File: src/rtl/uart_cmd_responder.sv
// Knight-side UART command responder: 8N1 receiver that pairs bytes
// (high byte first) into a 16-bit command, plus an 8N1 response transmitter.
module uart_cmd_responder #(
    parameter int unsigned BAUD_DIV = 2604
) (
    input  logic        clk,
    input  logic        rst_n,
    input  logic        RX,
    output logic        TX,
    output logic [15:0] cmd,
    output logic        cmd_rdy,
    input  logic        clr_cmd_rdy,
    input  logic [7:0]  resp,
    input  logic        trmt,
    output logic        tx_done
);

    localparam int unsigned      CNT_W     = $clog2(BAUD_DIV);
    localparam logic [CNT_W-1:0] FULL_LOAD = CNT_W'(BAUD_DIV - 1);
    localparam logic [CNT_W-1:0] HALF_LOAD = CNT_W'(BAUD_DIV / 2 - 1);
    localparam logic [CNT_W-1:0] CNT_ONE   = CNT_W'(1);

    typedef enum logic [1:0] {RX_IDLE, RX_START, RX_DATA, RX_STOP} rx_state_e;
    typedef enum logic       {PAIR_HIGH, PAIR_LOW}                  pair_state_e;
    typedef enum logic       {TX_IDLE, TX_XMIT}                     tx_state_e;

    // ---------------- RX path ----------------
    logic             rx_meta_q, rx_sync_q, rx_prev_q;
    rx_state_e        rx_state_q, rx_state_d;
    logic [CNT_W-1:0] rx_cnt_q;
    logic [3:0]       rx_bit_cnt_q;
    logic [7:0]       rx_shift_q;
    logic             rx_fall_c, rx_cnt_done_c;
    logic             rx_load_half_c, rx_load_full_c, rx_shift_c;
    logic             rx_byte_vld_c, rx_frm_err_c;

    assign rx_fall_c     = rx_prev_q & ~rx_sync_q;
    assign rx_cnt_done_c = (rx_cnt_q == '0);

    // RX double-flop synchronizer plus edge-detect history, preset to idle-high
    always_ff @(posedge clk or negedge rst_n) begin
        if (!rst_n) begin
            rx_meta_q <= 1'b1;
            rx_sync_q <= 1'b1;
            rx_prev_q <= 1'b1;
        end else begin
            rx_meta_q <= RX;
            rx_sync_q <= rx_meta_q;
            rx_prev_q <= rx_sync_q;
        end
    end

    // RX state register
    always_ff @(posedge clk or negedge rst_n) begin
        if (!rst_n) rx_state_q <= RX_IDLE;
        else        rx_state_q <= rx_state_d;
    end

    // RX next-state: start qualification, 8 data bits, stop-bit middle
    always_comb begin
        rx_state_d = rx_state_q;
        case (rx_state_q)
            RX_IDLE:  if (rx_fall_c) rx_state_d = RX_START;
            RX_START: if (rx_cnt_done_c) rx_state_d = rx_sync_q ? RX_IDLE : RX_DATA;
            RX_DATA:  if (rx_cnt_done_c && rx_bit_cnt_q == 4'd7) rx_state_d = RX_STOP;
            RX_STOP:  if (rx_cnt_done_c) rx_state_d = RX_IDLE;
            default:  rx_state_d = RX_IDLE;
        endcase
    end

    // RX controls: counter loads, data shift, byte-valid / framing-error pulses
    always_comb begin
        rx_load_half_c = 1'b0;
        rx_load_full_c = 1'b0;
        rx_shift_c     = 1'b0;
        rx_byte_vld_c  = 1'b0;
        rx_frm_err_c   = 1'b0;
        case (rx_state_q)
            RX_IDLE:  rx_load_half_c = rx_fall_c;
            RX_START: rx_load_full_c = rx_cnt_done_c & ~rx_sync_q;
            RX_DATA: begin
                rx_shift_c     = rx_cnt_done_c;
                rx_load_full_c = rx_cnt_done_c;
            end
            RX_STOP: begin
                rx_byte_vld_c = rx_cnt_done_c & rx_sync_q;
                rx_frm_err_c  = rx_cnt_done_c & ~rx_sync_q;
            end
            default: ;
        endcase
    end

    // RX baud counter, bit counter and LSB-first shift register
    always_ff @(posedge clk or negedge rst_n) begin
        if (!rst_n) begin
            rx_cnt_q     <= '0;
            rx_bit_cnt_q <= 4'd0;
            rx_shift_q   <= 8'h00;
        end else begin
            if (rx_load_half_c)      rx_cnt_q <= HALF_LOAD;
            else if (rx_load_full_c) rx_cnt_q <= FULL_LOAD;
            else if (!rx_cnt_done_c) rx_cnt_q <= rx_cnt_q - CNT_ONE;

            if (rx_load_half_c)  rx_bit_cnt_q <= 4'd0;
            else if (rx_shift_c) rx_bit_cnt_q <= rx_bit_cnt_q + 4'd1;

            if (rx_shift_c) rx_shift_q <= {rx_sync_q, rx_shift_q[7:1]};
        end
    end

    // ---------------- Byte-pair assembly ----------------
    pair_state_e pair_q, pair_d;
    logic [7:0]  cmd_hi_q;
    logic [15:0] cmd_q;
    logic        cmd_rdy_q;
    logic        ld_hi_c, ld_cmd_c;

    // Pair state register
    always_ff @(posedge clk or negedge rst_n) begin
        if (!rst_n) pair_q <= PAIR_HIGH;
        else        pair_q <= pair_d;
    end

    // Pair next-state: alternate on valid bytes, resync to HIGH on framing error
    always_comb begin
        pair_d = pair_q;
        if (rx_frm_err_c)       pair_d = PAIR_HIGH;
        else if (rx_byte_vld_c) pair_d = (pair_q == PAIR_HIGH) ? PAIR_LOW : PAIR_HIGH;
    end

    // Pair controls: capture high byte or complete the command
    always_comb begin
        ld_hi_c  = 1'b0;
        ld_cmd_c = 1'b0;
        if (rx_byte_vld_c) begin
            ld_hi_c  = (pair_q == PAIR_HIGH);
            ld_cmd_c = (pair_q == PAIR_LOW);
        end
    end

    // Command registers; completion outranks a same-cycle clear
    always_ff @(posedge clk or negedge rst_n) begin
        if (!rst_n) begin
            cmd_hi_q  <= 8'h00;
            cmd_q     <= 16'h0000;
            cmd_rdy_q <= 1'b0;
        end else begin
            if (ld_hi_c)  cmd_hi_q <= rx_shift_q;
            if (ld_cmd_c) cmd_q    <= {cmd_hi_q, rx_shift_q};
            if (ld_cmd_c)                    cmd_rdy_q <= 1'b1;
            else if (clr_cmd_rdy || ld_hi_c) cmd_rdy_q <= 1'b0;
        end
    end

    // ---------------- TX path ----------------
    tx_state_e        tx_state_q, tx_state_d;
    logic [CNT_W-1:0] tx_cnt_q;
    logic [3:0]       tx_bit_cnt_q;
    logic [9:0]       tx_shift_q;
    logic             tx_q, tx_done_q;
    logic             tx_cnt_done_c, tx_load_c, tx_bit_end_c, tx_finish_c;

    assign tx_cnt_done_c = (tx_cnt_q == '0);

    // TX state register
    always_ff @(posedge clk or negedge rst_n) begin
        if (!rst_n) tx_state_q <= TX_IDLE;
        else        tx_state_q <= tx_state_d;
    end

    // TX next-state: trmt only honoured while idle
    always_comb begin
        tx_state_d = tx_state_q;
        case (tx_state_q)
            TX_IDLE: if (trmt) tx_state_d = TX_XMIT;
            TX_XMIT: if (tx_cnt_done_c && tx_bit_cnt_q == 4'd9) tx_state_d = TX_IDLE;
            default: tx_state_d = TX_IDLE;
        endcase
    end

    // TX controls: frame load, bit boundary, end of stop bit
    always_comb begin
        tx_load_c    = 1'b0;
        tx_bit_end_c = 1'b0;
        tx_finish_c  = 1'b0;
        case (tx_state_q)
            TX_IDLE: tx_load_c = trmt;
            TX_XMIT: begin
                tx_bit_end_c = tx_cnt_done_c & (tx_bit_cnt_q != 4'd9);
                tx_finish_c  = tx_cnt_done_c & (tx_bit_cnt_q == 4'd9);
            end
            default: ;
        endcase
    end

    // TX datapath: 10-bit frame shifter, registered line and done flag
    always_ff @(posedge clk or negedge rst_n) begin
        if (!rst_n) begin
            tx_cnt_q     <= '0;
            tx_bit_cnt_q <= 4'd0;
            tx_shift_q   <= 10'h3FF;
            tx_q         <= 1'b1;
            tx_done_q    <= 1'b0;
        end else if (tx_load_c) begin
            tx_shift_q   <= {1'b1, resp, 1'b0};
            tx_q         <= 1'b0;
            tx_cnt_q     <= FULL_LOAD;
            tx_bit_cnt_q <= 4'd0;
            tx_done_q    <= 1'b0;
        end else if (tx_bit_end_c) begin
            tx_shift_q   <= {1'b1, tx_shift_q[9:1]};
            tx_q         <= tx_shift_q[1];
            tx_cnt_q     <= FULL_LOAD;
            tx_bit_cnt_q <= tx_bit_cnt_q + 4'd1;
        end else if (tx_finish_c) begin
            tx_q      <= 1'b1;
            tx_done_q <= 1'b1;
        end else if (tx_state_q == TX_XMIT) begin
            tx_cnt_q <= tx_cnt_q - CNT_ONE;
        end
    end

    assign TX      = tx_q;
    assign tx_done = tx_done_q;
    assign cmd     = cmd_q;
    assign cmd_rdy = cmd_rdy_q;

endmodule

File: config.mk
export PLATFORM = sky130hd
export DESIGN_NAME = uart_cmd_responder
export DESIGN_NICKNAME = d
export VERILOG_FILES = /design/src/rtl/uart_cmd_responder.sv
export SDC_FILE = /design/constraint.sdc
export NUM_CORES = 1
export LEC_CHECK = 0
export BUFFER_PORTS_ARGS = -buffer_cell sky130_fd_sc_hd__buf_4
export CAP_MARGIN = 0
export CORE_UTILIZATION = 40
export DETAILED_ROUTE_END_ITERATION = 10
export HOLD_SLACK_MARGIN = 0.12
export SYNTH_ARGS = -nofsm -noshare
export SYNTH_HDL_FRONTEND = slang
export SYNTH_SLANG_ARGS = --single-unit
File: constraint.sdc
create_clock -name clk -period 4.99 [get_ports clk]
set_clock_uncertainty 0.1 [all_clocks]
set_input_delay 0 -clock clk [delete_from_list [all_inputs] [get_ports clk]]
set_output_delay 0 -clock clk [all_outputs]
set_load 0.03 [all_outputs]
==> results.cfg <==
[status]
outcome = finished, final reports clean

[cells_and_area]
area_delta_synth_final_pct = 18.0
fin_util_pct = 49.6
antennaDiodeCount = 0
final_cells = 527
fill_cells = 878
final_net_count = 416
drive_above_1_share_pct = 27.6
fin_area_um2 = 4650

[sta]
tns_ns = 0
maxSlewViolCount = 0
grt_setup_unrepaired = false
fin_crit_sh_pct = 48.7
slew_headroom_pct = 30.3
period_minus_slack_ns = 2.43
finalSetupViolCount = 0
finalHoldWorstSlack_ns = 0.200
hold_viol = 0
worstMarginPinSlew_ns = 1.04
fmax_mhz = 412
setup_ws_ns = 2.56

[die]
dieArea_um2 = 10200
core_um2 = 9370
initial_core_util_pct = 42.0
fp-row-count = 35
ios = 32
die_h_um = 101
die_w_um = 101

[worst_setup_path]
worstPathArrival_ns = 2.61
ff2ff_setup_slack_ns = 2.56
crit_type = reg -> reg
cp-end-kind = register
required_ns = 5.17
critPathLaunchType = register
crit_fanout = 12

[detailed_routing]
drt-total-wl_um = 7610
wire_per_inst_um = 14.4
drc = 0
first_pass_iters = 5
drtAntennaViolNets = 0
initialDrtViolationCount = 112
vias = 2806
vias_per_cell = 5.32

[worst_hold_path]
min_path_type = in -> reg

[grt]
grtUsageTotal_pct = 16.4
grt_max_degree = 83
grt.overflow.total = 0
grt_pass1_wl_um = 13100
antenna_found_initial = 0
grt_pass1_vias = 2766

[synth]
async_reset_ff_share_pct = 100
synth_seq_area_share_pct = 52.5
yosysUniqueCellTypes = 54
synth_ff_type = dfrtp_1
ys_seq_elements = 82
netlist_area_um2 = 3940
synth_area_leader_cell = dfrtp_1
yosysTopAreaCellShare_pct = 44.5
synth_cells = 353
ys_top_cells_by_area = dfrtp_1, mux2_2, dfstp_2, ha_1, o21ai_0
synth-edff-count = 0
syn_nets = 376
avgSynthCellArea_um2 = 11.2
ys_warn_count = 0

[cts]
postCtsSetupRepairBufs = 0
ctsRootBufferMaster = clkbuf_8
clk_path_buf_depth = 2
clkSinkCount = 82
htreeDepth = 3
clk_latency_ns = 0.36
cts_inserted_buffers = 9
clk_pin_slew_worst_paths_ns = 0.08
cts_tree = yes

[job]
drv_cap = 0

[place]
pre_cts_ws_ns = 2.54
placed_area_um2 = 4280
place_congestion = 0.769
port_buffers = 31
placed_cells = 499
hpwl_um = 5010

[pwr]
vdd_drop_max_uv = 207
power.total_mw = 1.94
p_per_area_nw_per_um2 = 418
p_leak_nw = 2.12
-- worst max-delay path, stage by stage (launching register included) --
cell and delay (ns):
dfrtp_1 0.41, inv_1 0.08, ha_1 0.20, nor3b_1 0.31
nand4_1 0.55, or3_1 0.55, a21oi_1 0.15
-- cells in the final DEF, fill, tap and decap left out, types with 12 or more instances in the layout --
| cell | instances |
|---|---|
| dfrtp_1 | 70 |
| mux2_2 | 38 |
| buf_4 | 32 |
| nand2_1 | 28 |
| o21ai_0 | 22 |
| nor2_1 | 21 |
| a21oi_1 | 17 |
| inv_1 | 13 |
| dfstp_2 | 12 |
| dlygate4sd3_1 | 12 |
-- metal layers --
layer | GRT usage [%] | vias up | wire [µm]
met3 | 4.28 | 11 | 246
met2 | 26.3 | 46 | 3600
met4 | 7.13 | 0 | 116
li1 | - | 1363 | -
met1 | 21.1 | 1386 | 3650
met5 | 0 | - | 0
-- final cells by class --
cell class / instances / area, µm² / area share, %
clock buffers: 9 / 124 / 2.66
well taps: 129 / 161 / 3.47
clock inverters: 7 / 128 / 2.75
inverters: 13 / 48.8 / 1.05
flip-flops and latches: 82 / 2070 / 44.5
repair buffers: 44 / 360 / 7.75
multi-input cells: 243 / 1760 / 37.8
-- path summary, 6_finish.rpt --
| check | startpoint | depth (start not counted) | to |
|---|---|---|---|
| setup / recovery | rx_cnt_q[0] | 6 | rx_bit_cnt_q[3] |
| hold / removal | RX | 2 | rx_meta_q |
| setup reg to reg | rx_cnt_q[0] | 6 | rx_bit_cnt_q[3] |
| hold reg to reg | rx_meta_q | 0 | rx_sync_q |
| max in group asynchronous | rst_n | 2 | tx_cnt_q[0] |
| min in group asynchronous | rst_n | 2 | rx_cnt_q[10] |
-- synthesized netlist by cell type, drive strengths merged (3+ instances only) --
library cell	instances
a21oi	18
a221o	5
nor3	12
o21ai	22
clkbuf	9
xor2	3
nand2	28
dfrtp	70
xnor2	5
nor2b	5
and3	5
buf	6
or4	8
or3	3
nand4	3
nor2	22
nand3	11
mux2	38
a211oi	5
nor4	7
dfstp	12
inv	13
ha	10
mux2i	3
-- kinds of logic (layout without fill, tap and decap cells) --
family | Yosys count | in the layout | share of synthesized area (%)
DFF | 82 | 82 | 52.5
buffers and inverters | 28 | 73 | 2.86
muxes | 41 | 41 | 11.6
xor gates and xnor gates | 8 | 8 | 1.78
and+or+nand+nor | 117 | 117 | 16.9
AOI/OAI and AO/OA | 67 | 67 | 11.2
adders and majority gates | 10 | 10 | 3.18
-- registers in the layout, indices dropped and copies added (netlist names), named ones only --
name	cells
rx_state_q	1
rx_meta_q	1
cmd_hi_q	8
tx_state_q	1
tx_cnt_q	12
tx_done	1
cmd	16
rx_prev_q	1
TX	1
cmd_rdy	1
tx_bit_cnt_q	4
rx_shift_q	8
rx_sync_q	1
pair_q	1
tx_shift_q	8
rx_bit_cnt_q	4
rx_cnt_q	12
-- report_power, final --
group	internal [mW]	leakage, nW	switching, mW	total [mW]
combinational	0.202	0.957	0.241	0.442
sequential	0.775	1.04	0.126	0.900
clock	0.341	0.127	0.260	0.601
total	1.32	2.12	0.626	1.94
-- repair_timing --
| item | in CTS | in global routing |
|---|---|---|
| endpoints found under the hold margin | 83 | 0 |
| resized for setup | 0 | 0 |
| hold buffers | 12 | 0 |
(Power assumes the default switching activity.)
